<file path="src/rtl/legv8_multicycle_control.sv">
// Main control FSM for the multicycle LEGv8 datapath: sequences each instruction
// through fetch/decode/execute/memory/writeback and counts retired instructions.
module legv8_multicycle_control #(
    parameter int CNT_W = 16
) (
    input  logic             CLK,
    input  logic             Reset,
    input  logic [10:0]      Opcode,
    input  logic             MemReady,
    output logic [1:0]       ALUop,
    output logic             ALUSrcA,
    output logic [1:0]       ALUSrcB,
    output logic             IorD,
    output logic             MemRead,
    output logic             MemWrite,
    output logic             IRWrite,
    output logic             PCWrite,
    output logic             PCWriteCond,
    output logic             PCSource,
    output logic             Reg2Loc,
    output logic             MemtoReg,
    output logic             RegWrite,
    output logic [3:0]       State,
    output logic [CNT_W-1:0] RetireCount
);

    typedef enum logic [3:0] {
        S_FETCH   = 4'd0,
        S_DECODE  = 4'd1,
        S_MEMADDR = 4'd2,
        S_MEMRD   = 4'd3,
        S_MEMWB   = 4'd4,
        S_MEMWR   = 4'd5,
        S_EXEC    = 4'd6,
        S_RWB     = 4'd7,
        S_CBZ     = 4'd8,
        S_BRANCH  = 4'd9
    } state_t;

    state_t           r_state;
    state_t           w_state_next;
    logic [CNT_W-1:0] r_retire_cnt;
    logic             w_retire;

    logic w_is_ldur;
    logic w_is_stur;
    logic w_is_rtype;
    logic w_is_cbz;
    logic w_is_b;

    assign w_is_ldur  = (Opcode == 11'b11111000010);
    assign w_is_stur  = (Opcode == 11'b11111000000);
    assign w_is_rtype = (Opcode == 11'b10001011000) || (Opcode == 11'b11001011000) ||
                        (Opcode == 11'b10001010000) || (Opcode == 11'b10101010000);
    assign w_is_cbz   = (Opcode[10:3] == 8'b10110100);
    assign w_is_b     = (Opcode[10:5] == 6'b000101);

    always_ff @(posedge CLK) begin
        if (Reset) begin
            r_state      <= S_FETCH;
            r_retire_cnt <= '0;
        end else begin
            r_state <= w_state_next;
            if (w_retire)
                r_retire_cnt <= r_retire_cnt + 1'b1;
        end
    end

    always_comb begin
        w_state_next = S_FETCH;
        w_retire     = 1'b0;
        ALUop        = 2'b00;
        ALUSrcA      = 1'b0;
        ALUSrcB      = 2'b00;
        IorD         = 1'b0;
        MemRead      = 1'b0;
        MemWrite     = 1'b0;
        IRWrite      = 1'b0;
        PCWrite      = 1'b0;
        PCWriteCond  = 1'b0;
        PCSource     = 1'b0;
        Reg2Loc      = 1'b0;
        MemtoReg     = 1'b0;
        RegWrite     = 1'b0;
        case (r_state)
            S_FETCH: begin
                MemRead      = 1'b1;
                ALUSrcB      = 2'b01;
                IRWrite      = MemReady;
                PCWrite      = MemReady;
                w_state_next = MemReady ? S_DECODE : S_FETCH;
            end
            S_DECODE: begin
                // Speculatively compute the branch target into ALUOut
                ALUSrcB = 2'b11;
                Reg2Loc = w_is_stur || w_is_cbz;
                if (w_is_ldur || w_is_stur)
                    w_state_next = S_MEMADDR;
                else if (w_is_rtype)
                    w_state_next = S_EXEC;
                else if (w_is_cbz)
                    w_state_next = S_CBZ;
                else if (w_is_b)
                    w_state_next = S_BRANCH;
                else
                    w_state_next = S_FETCH;
            end
            S_MEMADDR: begin
                ALUSrcA      = 1'b1;
                ALUSrcB      = 2'b10;
                w_state_next = w_is_ldur ? S_MEMRD : S_MEMWR;
            end
            S_MEMRD: begin
                MemRead      = 1'b1;
                IorD         = 1'b1;
                w_state_next = MemReady ? S_MEMWB : S_MEMRD;
            end
            S_MEMWB: begin
                RegWrite = 1'b1;
                MemtoReg = 1'b1;
                w_retire = 1'b1;
            end
            S_MEMWR: begin
                MemWrite     = 1'b1;
                IorD         = 1'b1;
                Reg2Loc      = 1'b1;
                w_retire     = MemReady;
                w_state_next = MemReady ? S_FETCH : S_MEMWR;
            end
            S_EXEC: begin
                ALUSrcA      = 1'b1;
                ALUop        = 2'b10;
                w_state_next = S_RWB;
            end
            S_RWB: begin
                RegWrite = 1'b1;
                w_retire = 1'b1;
            end
            S_CBZ: begin
                ALUSrcA     = 1'b1;
                ALUop       = 2'b01;
                Reg2Loc     = 1'b1;
                PCWriteCond = 1'b1;
                PCSource    = 1'b1;
                w_retire    = 1'b1;
            end
            S_BRANCH: begin
                PCWrite  = 1'b1;
                PCSource = 1'b1;
                w_retire = 1'b1;
            end
            default: begin
                w_state_next = S_FETCH;
            end
        endcase
    end

    assign State       = r_state;
    assign RetireCount = r_retire_cnt;

endmodule

</file>
<file path="config.mk">
export PLATFORM = sky130hd
export DESIGN_NAME = legv8_multicycle_control
export DESIGN_NICKNAME = d
export VERILOG_FILES = /design/src/rtl/legv8_multicycle_control.sv
export SDC_FILE = /design/constraint.sdc
export NUM_CORES = 1
export LEC_CHECK = 0
export CAP_MARGIN = 20
export CORE_MARGIN = 2
export CORE_UTILIZATION = 41
export CTS_CLUSTER_DIAMETER = 40
export CTS_CLUSTER_SIZE = 8
export DETAILED_ROUTE_END_ITERATION = 10
export PLACE_DENSITY = 0.82
export SYNTH_ARGS = -nofsm -noshare
export SYNTH_HDL_FRONTEND = slang
export SYNTH_SLANG_ARGS = --single-unit
</file>
<file path="constraint.sdc">
create_clock -name CLK -period 3.6 [get_ports CLK]
set_input_delay 0.72 -clock CLK [delete_from_list [all_inputs] [get_ports CLK]]
set_output_delay 0.72 -clock CLK [all_outputs]
set_load 0.1 [all_outputs]
</file>
==> metrics.txt <==
# TYPE chip_impl_metric gauge
chip_impl_metric{name="post_cts_gate_resize_count",unit=""} 0
chip_impl_metric{name="fp.dieArea",unit="mm2"} 0.00368
chip_impl_info{name="post-synth-top-area-cell",value="sky130_fd_sc_hd__dfxtp_1"} 1
chip_impl_metric{name="pin_count",unit=""} 49
chip_impl_metric{name="area_delta_synth_final",unit="%"} 40.9
chip_impl_info{name="start_kind",value="primary input"} 1
chip_impl_metric{name="powerDensity",unit="mW/mm2"} 260
chip_impl_info{name="yosys_most_used_dff",value="sky130_fd_sc_hd__dfxtp_1"} 1
chip_impl_metric{name="clockBufferDepth",unit=""} 2
chip_impl_info{name="layout.cells.most_common_list",value="sky130_fd_sc_hd__clkdlybuf4s50_1 (29), sky130_fd_sc_hd__dfxtp_1 (20), sky130_fd_sc_hd__buf_4 (18), sky130_fd_sc_hd__a21oi_1 (14), sky130_fd_sc_hd__nor2_1 (12)"} 1
chip_impl_metric{name="antenna_found_initial",unit=""} 0
chip_impl_metric{name="detailed_place_hpwl",unit="mm"} 2.53
chip_impl_metric{name="fin_skew",unit="ns"} 0.00958
chip_impl_info{name="post_synth_main_area_contributors",value="sky130_fd_sc_hd__dfxtp_1 (30%), sky130_fd_sc_hd__a21oi_1 (5.7%), sky130_fd_sc_hd__o31ai_1 (4.6%)"} 1
chip_impl_info{name="cts_tree",value="done"} 1
chip_impl_metric{name="holdBufCountCts",unit=""} 0
chip_impl_metric{name="remaining_drc_errors",unit=""} 0
chip_impl_metric{name="dp_slack",unit="ns"} 0.354
chip_impl_metric{name="synth_top_cell_area_share",unit=""} 0.304
chip_impl_metric{name="mappedNetlistArea",unit="mm2"} 0.00132
chip_impl_info{name="setup.worst_path.end_class",value="output port"} 1
chip_impl_metric{name="cts_post_setup_buffers_inserted",unit=""} 0
chip_impl_metric{name="report.final.setup_viol",unit=""} 0
chip_impl_metric{name="wirelength",unit="mm"} 3.44
chip_impl_metric{name="route.antenna.remaining_nets",unit=""} 0
chip_impl_metric{name="final-hold-violation-count",unit=""} 0
chip_impl_metric{name="postSynth.asyncResetShare",unit=""} 0
chip_impl_metric{name="die-height",unit="um"} 60.7
chip_impl_metric{name="crit_required",unit="ns"} 2.88
chip_impl_metric{name="finalHoldWorstSlack",unit="ns"} 0.499
chip_impl_metric{name="post-layout-total-power",unit="W"} 0.000482
chip_impl_metric{name="grt_max_degree",unit=""} 28
chip_impl_metric{name="yosysUniqueCellTypes",unit=""} 46
chip_impl_metric{name="ys_seq_area_frac",unit=""} 0.304
chip_impl_metric{name="worst_ir_drop_vdd",unit="mV"} 0.173
chip_impl_metric{name="synthesis.instances",unit=""} 164
chip_impl_metric{name="placement_rows",unit=""} 20
chip_impl_metric{name="cell_count_after_placement",unit=""} 244
chip_impl_metric{name="cts.htree.levels",unit=""} 1
chip_impl_info{name="layout.cells.most_common",value="sky130_fd_sc_hd__clkdlybuf4s50_1"} 1
chip_impl_info{name="rsz0062_at_grt",value="no"} 1
chip_impl_metric{name="postSynthNetCount",unit=""} 179
chip_impl_metric{name="antenna_cells",unit=""} 0
chip_impl_metric{name="place.port_buffers",unit=""} 48
chip_impl_metric{name="final_layout_fill_cell_count",unit=""} 292
chip_impl_metric{name="layout.cells.non_filler",unit=""} 248
chip_impl_info{name="run_status",value="finished, final reports clean"} 1
chip_impl_metric{name="detail_route.wl_per_cell",unit="um"} 13.9
chip_impl_metric{name="yosysWarningCount",unit=""} 0
chip_impl_metric{name="detail_route.iter0.violations",unit=""} 106
chip_impl_metric{name="clkSlewWorstSetupHoldPaths",unit="ns"} 0.12
chip_impl_metric{name="cp.arrival",unit="ns"} 2.55
chip_impl_metric{name="tightest_slew",unit="ns"} 0.972
chip_impl_metric{name="grt_overflow",unit=""} 0
chip_impl_metric{name="num-nets-final",unit=""} 220
chip_impl_metric{name="route.vias.total",unit=""} 1426
chip_impl_metric{name="grt.total_usage",unit=""} 0.190
chip_impl_info{name="cts.root.buffer_cell",value="sky130_fd_sc_hd__clkbuf_4"} 1
chip_impl_metric{name="timing.max_slew.rel_slack",unit=""} 0.350
chip_impl_metric{name="cts_made_buffers",unit=""} 3
chip_impl_metric{name="max-cap-violations",unit=""} 0
chip_impl_metric{name="gp_congestion",unit=""} 0.862
chip_impl_info{name="hp-class",value="register to register"} 1
chip_impl_metric{name="post_route_cells_drive_above_1_share",unit=""} 0.181
chip_impl_metric{name="worst_slack",unit="ns"} 0.326
chip_impl_metric{name="final.period_utilization",unit=""} 0.909
chip_impl_metric{name="period_needed",unit="ns"} 3.27
chip_impl_metric{name="avgSynthCellArea",unit="um2"} 8.03
chip_impl_info{name="crit_type",value="primary input to output port"} 1
chip_impl_metric{name="routed_via_density",unit=""} 5.75
chip_impl_metric{name="core",unit="mm2"} 0.00305
chip_impl_metric{name="maxClockFrequency",unit="GHz"} 0.305
chip_impl_metric{name="p_leak",unit="nW"} 0.676
chip_impl_metric{name="worstSkewPairLatency",unit="ns"} 0.30
chip_impl_metric{name="clock_sinks",unit=""} 20
chip_impl_metric{name="final-max-slew-violation-count",unit=""} 0
chip_impl_metric{name="synth_edf_count",unit=""} 0
chip_impl_metric{name="detail_route.first_pass.iterations",unit=""} 4
chip_impl_metric{name="finish.utilization",unit=""} 0.607
chip_impl_metric{name="fp.dieW",unit="um"} 60.7
chip_impl_metric{name="worstPathMaxFanout",unit=""} 4
chip_impl_metric{name="initial_core_utilization",unit=""} 0.431
chip_impl_metric{name="reg2reg_setup_slack",unit="ns"} 1.16
chip_impl_metric{name="synth-seq-cells",unit=""} 20
chip_impl_metric{name="grt_first_pass_wirelength",unit="mm"} 5.38
chip_impl_metric{name="first_global_vias",unit=""} 1242
[worst max-delay path: stages]
cell	delay, ns
sky130_fd_sc_hd__clkdlybuf4s50_1	0.53
sky130_fd_sc_hd__nor4bb_1	0.55
sky130_fd_sc_hd__nand4_1	0.19
sky130_fd_sc_hd__o21ai_0	0.21
sky130_fd_sc_hd__a21o_1	0.18
sky130_fd_sc_hd__buf_12	0.18
[logic make-up after synthesis]
logic type	count (synthesis)	share of synthesized area
xor+xnor	2	0.0133
buf+inv	16	0.0580
simple gates	81	0.377
flops	20	0.304
fa+ha+maj	1	0.00950
compound gates	40	0.204
mux	4	0.0333
[report_power, final]
part | internal [W] | leakage, nW | switching (W) | total [W]
combinational | 0.0000270 | 0.487 | 0.0000476 | 0.0000746
sequential | 0.000222 | 0.161 | 0.00000364 | 0.000226
clock | 0.000113 | 0.0279 | 0.0000694 | 0.000182
[metal layers]
metal / wire, um / vias to the layer above / global-route usage / part of all wire
li1: - / 703 / - / -
met1: 1560 / 672 / 0.240 / 0.45
met2: 1670 / 43 / 0.320 / 0.48
met3: 132 / 8 / 0.0213 / 0.038
met4: 85 / 0 / 0.0963 / 0.025
met5: 0 / - / 0 / 0
[metrics by stage]
step                instance area [um2]  setup TNS, ns
global route                       1850              0
finish                             1850              0
CTS                                1850              0
global placement                   1800              0
floorplan                          1360         -0.379
detailed placement                 1800              0
[cell usage after synthesis (all sizes together) (2+ instances only)]
| master | n |
|---|---|
| dfxtp | 20 |
| a21oi | 15 |
| nor2 | 13 |
| nor3 | 9 |
| o31ai | 8 |
| or4 | 8 |
| clkbuf | 7 |
| nand2 | 7 |
| nand2b | 7 |
| nor2b | 7 |
| nand3 | 6 |
| o21ai | 6 |
| buf | 5 |
| nand4 | 5 |
| inv | 4 |
| mux2 | 3 |
| nor4b | 3 |
| or3 | 3 |
| and4 | 2 |
| nand4bb | 2 |
| nor3b | 2 |
| nor4bb | 2 |
| o21a | 2 |
[registers in the layout, indices dropped and copies added, names as in the netlist]
signal,flops
RetireCount,16
State,4
[worst paths after layout]
| kind | startpoint | endpoint | depth (start not counted) |
|---|---|---|---|
| worst max-delay path | Opcode[10] | Reg2Loc | 6 |
| worst min-delay path | RetireCount[14] | RetireCount[14] | 2 |
| worst max register to register | State[2] | RetireCount[12] | 4 |
| worst min register to register | RetireCount[14] | RetireCount[14] | 2 |
[final cells by class]
cell class                 count  area, um2  share of cell area
clock inverter                 1       30.0              0.0162
timing repair buffer          48        445               0.240
sequential                    20        400               0.216
inverter                       4       15.0             0.00810
tap                           44       55.1              0.0297
multi-input combinational    128        886               0.478
clock buffer                   3       22.5              0.0121
Note: power is estimated with default switching activity, not from simulation.
